### config.mk
export PLATFORM = sky130hd
export DESIGN_NAME = start_logo_addr_gen_flat
export DESIGN_NICKNAME = d
export VERILOG_FILES = /design/src/rtl/start_logo_addr_gen_if.sv /design/src/rtl/start_logo_addr_gen.sv /design/src/flat_wrapper.sv
export SDC_FILE = /design/constraint.sdc
export NUM_CORES = 1
export LEC_CHECK = 0
export ABC_CLOCK_PERIOD_IN_PS = 2600
export BUFFER_PORTS_ARGS = -buffer_cell sky130_fd_sc_hd__buf_4
export CORE_UTILIZATION = 40
export DETAILED_ROUTE_END_ITERATION = 12
export PLACE_DENSITY = 0.67
export RECOVER_POWER = 25
export SYNTH_ARGS = -nofsm -noshare
export SYNTH_HDL_FRONTEND = slang
export SYNTH_SLANG_ARGS = --single-unit
### constraint.sdc
create_clock -name Clk -period 2.6 [get_ports Clk]
set_clock_uncertainty 0.1 [all_clocks]
set_input_delay 0.39 -clock Clk [delete_from_list [all_inputs] [get_ports Clk]]
set_output_delay 0.39 -clock Clk [all_outputs]
set_load 0.05 [all_outputs]
### src/rtl/start_logo_addr_gen_if.sv
// Beam-position / logo-ROM bundle between the VGA timing side and the logo address stage.
interface start_logo_addr_gen_if #(
  parameter int ADDR_W = 18
);
  logic              pixel_en;
  logic [9:0]        DrawX;
  logic [9:0]        DrawY;
  logic              show_logo;
  logic [11:0]       rom_color;
  logic [ADDR_W-1:0] read_address;
  logic              logo_on;
  logic [11:0]       logo_color;

  modport master (
    output pixel_en, DrawX, DrawY, show_logo, rom_color,
    input  read_address, logo_on, logo_color
  );

  modport slave (
    input  pixel_en, DrawX, DrawY, show_logo, rom_color,
    output read_address, logo_on, logo_color
  );
endinterface

### src/rtl/start_logo_addr_gen.sv
// Start-screen logo address generator: beam position -> ROM address, then registered
// color and opaque flag two Clk later, with logo enable changes aligned to frame start.
module start_logo_addr_gen #(
  parameter int          LOGO_X0   = 144,
  parameter int          LOGO_Y0   = 40,
  parameter int          LOGO_W    = 352,
  parameter int          LOGO_H    = 176,
  parameter logic [11:0] KEY_COLOR = 12'h808,
  parameter int          ADDR_W    = 18
) (
  input  logic Clk,
  input  logic Reset_n,
  start_logo_addr_gen_if.slave bus
);

  localparam logic [1:0] S_IDLE   = 2'd0;
  localparam logic [1:0] S_ARMED  = 2'd1;
  localparam logic [1:0] S_ACTIVE = 2'd2;
  localparam logic [1:0] S_DRAIN  = 2'd3;

  localparam logic [9:0]        X_MIN   = 10'(LOGO_X0);
  localparam logic [9:0]        X_MAX   = 10'(LOGO_X0 + LOGO_W - 1);
  localparam logic [9:0]        Y_MIN   = 10'(LOGO_Y0);
  localparam logic [9:0]        Y_MAX   = 10'(LOGO_Y0 + LOGO_H - 1);
  localparam logic [ADDR_W-1:0] ROW_INC = ADDR_W'(LOGO_W);

  logic [1:0]        state;
  logic [1:0]        state_next;
  logic              frame_start;
  logic              in_box;
  logic              draw;
  logic [9:0]        x_off;
  logic [ADDR_W-1:0] row_base;
  logic [ADDR_W-1:0] addr_next;
  logic              in_box_d1;
  logic              draw_d1;

  assign frame_start = bus.pixel_en && (bus.DrawX == 10'd0) && (bus.DrawY == 10'd0);
  assign in_box      = (bus.DrawX >= X_MIN) && (bus.DrawX <= X_MAX) &&
                       (bus.DrawY >= Y_MIN) && (bus.DrawY <= Y_MAX);
  assign draw        = (state == S_ACTIVE) || (state == S_DRAIN);
  assign x_off       = bus.DrawX - X_MIN;
  assign addr_next   = in_box ? (row_base + ADDR_W'(x_off)) : '0;

  // Enable changes only land on a frame boundary; DRAIN lets a dropped request finish the frame.
  always_comb begin
    state_next = state;
    if (bus.pixel_en) begin
      case (state)
        S_IDLE:   if (bus.show_logo) state_next = S_ARMED;
        S_ARMED:  if (!bus.show_logo) state_next = S_IDLE;
                  else if (frame_start) state_next = S_ACTIVE;
        S_ACTIVE: if (!bus.show_logo) state_next = S_DRAIN;
        S_DRAIN:  if (bus.show_logo) state_next = S_ACTIVE;
                  else if (frame_start) state_next = S_IDLE;
        default:  state_next = S_IDLE;
      endcase
    end
  end

  always_ff @(posedge Clk or negedge Reset_n) begin
    if (!Reset_n) begin
      state <= S_IDLE;
    end else begin
      state <= state_next;
    end
  end

  // Row base steps by one logo line on the strobe of each row's last column, replacing y*W.
  always_ff @(posedge Clk or negedge Reset_n) begin
    if (!Reset_n) begin
      row_base <= '0;
    end else if (frame_start) begin
      row_base <= '0;
    end else if (bus.pixel_en && in_box && (bus.DrawX == X_MAX)) begin
      row_base <= row_base + ROW_INC;
    end
  end

  always_ff @(posedge Clk or negedge Reset_n) begin
    if (!Reset_n) begin
      bus.read_address <= '0;
      in_box_d1        <= 1'b0;
      draw_d1          <= 1'b0;
    end else begin
      bus.read_address <= addr_next;
      in_box_d1        <= in_box;
      draw_d1          <= draw;
    end
  end

  // rom_color answers the address registered last Clk, so it lines up with the d1 flags.
  always_ff @(posedge Clk or negedge Reset_n) begin
    if (!Reset_n) begin
      bus.logo_color <= 12'h000;
      bus.logo_on    <= 1'b0;
    end else begin
      bus.logo_color <= bus.rom_color;
      bus.logo_on    <= in_box_d1 && draw_d1 && (bus.rom_color != KEY_COLOR);
    end
  end

endmodule
### src/flat_wrapper.sv
// flat-port wrapper written by rule: the top's interface ports become plain ports
module start_logo_addr_gen_flat 
#(
  parameter int          LOGO_X0   = 144,
  parameter int          LOGO_Y0   = 40,
  parameter int          LOGO_W    = 352,
  parameter int          LOGO_H    = 176,
  parameter logic [11:0] KEY_COLOR = 12'h808,
  parameter int          ADDR_W    = 18
)
  (Clk, Reset_n, bus_pixel_en, bus_DrawX, bus_DrawY, bus_show_logo, bus_rom_color, bus_read_address, bus_logo_on, bus_logo_color);
  start_logo_addr_gen_if #(.ADDR_W(ADDR_W)) bus_i ();
  input  logic Clk;
  input  logic Reset_n;
  input wire logic [$bits(bus_i.pixel_en)-1:0] bus_pixel_en;
  input wire logic [$bits(bus_i.DrawX)-1:0] bus_DrawX;
  input wire logic [$bits(bus_i.DrawY)-1:0] bus_DrawY;
  input wire logic [$bits(bus_i.show_logo)-1:0] bus_show_logo;
  input wire logic [$bits(bus_i.rom_color)-1:0] bus_rom_color;
  output wire logic [$bits(bus_i.read_address)-1:0] bus_read_address;
  output wire logic [$bits(bus_i.logo_on)-1:0] bus_logo_on;
  output wire logic [$bits(bus_i.logo_color)-1:0] bus_logo_color;
  assign bus_i.pixel_en = bus_pixel_en;
  assign bus_i.DrawX = bus_DrawX;
  assign bus_i.DrawY = bus_DrawY;
  assign bus_i.show_logo = bus_show_logo;
  assign bus_i.rom_color = bus_rom_color;
  assign bus_read_address = bus_i.read_address;
  assign bus_logo_on = bus_i.logo_on;
  assign bus_logo_color = bus_i.logo_color;
  start_logo_addr_gen #(.LOGO_X0(LOGO_X0), .LOGO_Y0(LOGO_Y0), .LOGO_W(LOGO_W), .LOGO_H(LOGO_H), .KEY_COLOR(KEY_COLOR), .ADDR_W(ADDR_W)) u_core (.Clk(Clk), .Reset_n(Reset_n), .bus(bus_i));
endmodule
==> After elaboration in Yosys (flattened, before gate mapping) <==
Index checks and enable logic that the tools add are counted.
{ "word_totals": {"in_bits": 36, "output_inout_bits": 31, "wordCells": 48, "reg_bits": 53} }
{ "op_classes": {"n_lt_le_gt_ge": 4, "addsub": 3, "reduce_logical": 15, "mux": 10, "n_eq_ne": 9} }
{ "op_table": {"columns": ["op", "n"], "rows": [
  ["18-bit two-way mux", 3],
  ["10-bit zero test", 2],
  ["18-bit by 10-bit adder with 18-bit output", 1],
  ["18-bit by 9-bit adder with 18-bit output (second input constant)", 1],
  ["2-bit two-way mux", 6],
  ["12-bit inequality test (second input constant)", 1],
  ["10-bit by 9-bit equality test with 1-bit output (second input constant)", 1],
  ["10-bit by 6-bit >= comparator with 1-bit output (second input constant)", 1],
  ["10-bit by 8-bit >= comparator with 1-bit output (second input constant)", 1],
  ["10-bit by 8-bit less-or-equal comparator with 1-bit output (second input constant)", 1],
  ["10-bit by 9-bit less-or-equal comparator with 1-bit output (second input constant)", 1],
  ["10-bit by 8-bit subtractor with 10-bit output (second input constant)", 1],
  ["1-bit logical AND", 9],
  ["2-bit case mux with 4 select lines", 1],
  ["3-bit by 2-bit inequality test with 1-bit output (second input constant)", 2],
  ["5-bit AND reduction", 1],
  ["2-bit equality test (second input constant)", 2],
  ["2-bit inequality test (second input constant)", 2],
  ["2-bit by 1-bit equality test with 1-bit output (second input constant)", 1],
  ["2-bit zero test", 1],
  ["2-bit nonzero test", 1],
  ["1-bit logical OR", 1]
]} }

==> Logic depth before layout (Yosys ltp) <==
{ "logic_depth": {"depth_word": 8, "depth_mapped": 11, "depth_no_buf": 11} }

==> Least setup slack after synthesis <==
No wires, ideal clock.
{ "synth_timing": {"kind": "input to register", "from": "input port bus_DrawX[4]", "to": "register u_core.bus.read_address[17]", "required_time_ns": 2.421, "slack_ns": 0.183, "path_buffers": 0, "setup_time_ns": 0.079, "cell_stages": 11, "arrival_ns": 2.238, "cell_sequence": "inv_1 ha_1 and2b_1 nor2_1 xnor2_1 ha_1 nand2_1 o211ai_1 a21oi_1 or3_1 a21oi_1"} }
{ "synth_between": {"elab_chain_cells": 5, "elab_cells_between_ends": 8, "classes_between": "add/sub: 2; order compare: 2; mux: 1; reduce/logical: 3"} }
{ "synth_lines": {"columns": ["item", "line", "text"], "rows": [
  ["start: declaration", "flat_wrapper.sv:16", "input wire logic [$bits(bus_i.DrawX)-1:0] bus_DrawX;"],
  ["branches (longest 4 deep; another with 18-bit by 10-bit adder with 18-bit output)", null, null],
  ["18-bit two-way mux *", "start_logo_addr_gen.sv:43", "assign addr_next = in_box ? (row_base + ADDR_W'(x_off)) : '0;"],
  ["via u_core.addr_next[17]", "start_logo_addr_gen.sv:34", "logic [ADDR_W-1:0] addr_next;"],
  ["end signal: assignment", "start_logo_addr_gen.sv:86", "bus.read_address <= addr_next;"],
  ["end: declaration", "start_logo_addr_gen_if.sv:21", "output read_address, logo_on, logo_color"]
]} }
Mark *: on every way through the listed nets, which the timed path passes.
A chain may end at the register's enable or synchronous reset.

==> Worst setup path in the final report <==
Same ends and word-level chain as after synthesis.

==> metrics.cfg <==
[clock_tree]
tritoncts=done
holdBufCountCts=0
clk_latency_ns=0.31
cts_max_level=2
clk_pin_slew_ns=0.09
post_cts_buffers=0
cts_sinks=48
clockBufferDepth=2
ctsResizeCount=0
cts-root-buf=clkbuf_8
cts_made_buffers=5

[timing]
worstMarginPinSlew_ns=1.17
setup_viol=0
slew-limit-headroom_pct=21.8
rsz0062_at_grt=false
fin_crit_sh_pct=89.3
fmax_mhz=431
finalCriticalPeriod_ns=2.32
tns_ns=0
finalMaxSlewViolations=0
finalHoldViolations=0

[floorplanning]
dieArea_mm2=0.00642
die_h_um=80.1
num_io_pins=67
dieWidth_um=80.1
start_util_pct=41.3
core.rowCount=28
coreArea_mm2=0.00592

[cells_and_area]
post-route-cell-area_mm2=0.00319
layout.nets=374
seq_area_mm2=0.00120
final_cells=400
fillers=562
antenna_cells=0
drive_gt1_share_pct=26.8
multi_input_area_mm2=0.00114
areaGrowthSynthToFinish_pct=30.8

[worst_setup_path]
worstSetupPathType=in -> reg
path_max_fanout=8
r2r_start=u_core.row_base[6]$_DFFE_PN0P_
cp.required_ns=2.74
crit_path_start=bus_DrawX[4]
rr_endpoint=u_core.bus.read_address[17]$_DFF_PN0_
r2r_slack_ns=0.48
crit_path_start_kind=input port
reg2reg_depth=6
crit_end=u_core.bus.read_address[17]$_DFF_PN0_
crit_path_end_kind=flop
worstPathArrival_ns=2.46

[detailed_routing]
detail-route-antenna-nets=0
wl_met2_um=2640
viasPerCell=5.11
wl_per_cell_um=12.8
drtPass1Iterations=4
vias=2043
drt_iter0_markers=75
top_layer=met4
wl_met3_um=172
drt_wl_total_um=5110
wl_met1_um=2220
drc=0

[synth]
syn_area_mm2=0.00244
yosysMostFrequentCell=dfrtp_1
synthDistinctLibCells=39
synth_flop_cell=dfrtp_1
ys_seq_elements=48
muxShareOfSynthArea_pct=0.461
yosysWarnings=0
synth_top_area_share_pct=49.2
synth_simple_gate_area_share_pct=20.2
synth_xor_xnor_area_share_pct=3.94
postSynthCellCount=250
postSynth.asyncResetShare_pct=100
synth-edff-count=0
synth_compound_area_share_pct=14.7
synth_area_leader_cell=dfrtp_1
syn_avg_cell_area_um2=9.77
synth.yosys.seq_area_share_pct=49.2
synthTopCellsByCount=dfrtp_1 (48), a21oi_1 (26), nor2_1 (18)
synth_area_leaders=dfrtp_1 (49%), ha_1 (7.2%), a21oi_1 (5.3%), nor2_1 (2.8%), nand2_1 (2.6%)
synth_top_family_by_area=simple AND/OR/NAND/NOR gates
synth_nets=300
synth_fa_ha_area_share_pct=7.17

[place]
hpwlAfterDp_um=3820
gp_congestion=0.791
io_buffers=66
placed_area_mm2=0.00308
place_inst=392

[grt]
antenna_found_initial=0
grt_pass1_vias=2005
grt_overflow=0
grt_pass1_wl_um=8680
grt_max_degree=49
grtUsageTotal_pct=17.5

[power_and_ir_drop]
power.density_mw_per_mm2=480
ir_drop_mv=0.223
power_leakage_nw=1.53
p_total_mw=1.53

[flow_run]
maxCapViolCount=0

[status]
status=complete, no violations

[worst_hold_path]
holdCritPathClass=in -> reg

[final cells by class]
cell class / count / share of cell area, %
multi-input combinational: 177 / 35.7
inverter: 15 / 1.76
clock buffer: 5 / 2.15
timing repair buffer: 77 / 18.4
clock inverter: 3 / 1.45
sequential: 48 / 37.6
tap: 75 / 2.94
[cells by family (layout without fill, tap and decap cells)]
| family | after synthesis | in the layout |
|---|---|---|
| compound gates | 60 | 60 |
| mux | 1 | 1 |
| buf+inv | 25 | 100 |
| fa+ha+maj | 14 | 14 |
| simple gates | 90 | 90 |
| xor+xnor | 11 | 11 |
| other cells | 1 | 1 |
| flops | 48 | 48 |
[power breakdown]
part,internal [mW],switching [mW],total [mW]
Sequential,0.761,0.00450,0.766
Combinational,0.0876,0.126,0.213
Clock,0.290,0.265,0.555
Total,1.14,0.395,1.53
[worst min path at each step]
| stage | cells past startpoint | start | end |
|---|---|---|---|
| after floorplan | 0 | Reset_n | u_core.bus.logo_color[0]$_DFF_PN0_ |
| after global placement | 0 | u_core.state[1]$_DFFE_PN0P_ | u_core.draw_d1$_DFF_PN0_ |
| after detailed placement | 0 | u_core.state[1]$_DFFE_PN0P_ | u_core.draw_d1$_DFF_PN0_ |
| after CTS | 1 | Reset_n | u_core.bus.read_address[11]$_DFF_PN0_ |
| after global routing | 1 | bus_rom_color[3] | u_core.bus.logo_color[3]$_DFF_PN0_ |
| final | 1 | bus_rom_color[3] | u_core.bus.logo_color[3]$_DFF_PN0_ |
[registers in the layout, indices dropped and copies added (netlist names)]
| register | cells |
|---|---|
| u_core.bus.read_address | 18 |
| u_core.row_base | 13 |
| u_core.bus.logo_color | 12 |
| u_core.state | 2 |
| u_core.bus.logo_on | 1 |
| u_core.draw_d1 | 1 |
| u_core.in_box_d1 | 1 |
[cell usage in the layout (no fill, tap or decap), types with 2 or more instances in the layout]
cell / count
a21oi_1: 26
a31oi_1: 5
and3_1: 3
and4_1: 2
buf_4: 63
clkbuf_4: 12
clkbuf_8: 5
dfrtp_1: 48
ha_1: 14
inv_1: 15
nand2_1: 17
nand3_1: 8
nand3b_1: 3
nand4_1: 4
nor2_1: 18
nor2b_1: 3
nor3_1: 6
nor4_1: 4
nor4bb_1: 2
o211ai_1: 2
o21a_1: 2
o21ai_0: 9
o21ai_1: 4
o31ai_1: 7
or3_1: 9
or4_1: 7
xnor2_1: 6
xor2_1: 5
[per-stage QoR]
step | hold WS, ns | util (%) | worst slack (ns)
floorplan | -0.00559 | - | 0.183
global placement | 0.299 | 52.0 | 0.0360
detailed placement | 0.307 | 52.0 | -0.0374
CTS | 0.00719 | 54.0 | 0.285
global route | 0.0935 | 54.0 | 0.0856
finish | 0.115 | 54.0 | 0.279
[critical path, cell delays in order]
cell      delay [ns]
buf_4           0.10
inv_1           0.05
ha_1            0.21
and2b_1         0.17
nor2_1          0.11
xnor2_1         0.09
ha_1            0.31
nand2_1         0.06
o211ai_1        0.21
a21oi_1         0.23
or3_1           0.40
a21oi_1         0.14
[routing by layer]
layer	track usage, %	vias to the layer above
li1	-	1042
met1	19.5	954
met2	32.3	41
met3	3.41	6
met4	6.96	0
met5	0	-
No activity file was read; power rests on OpenSTA's default activity.
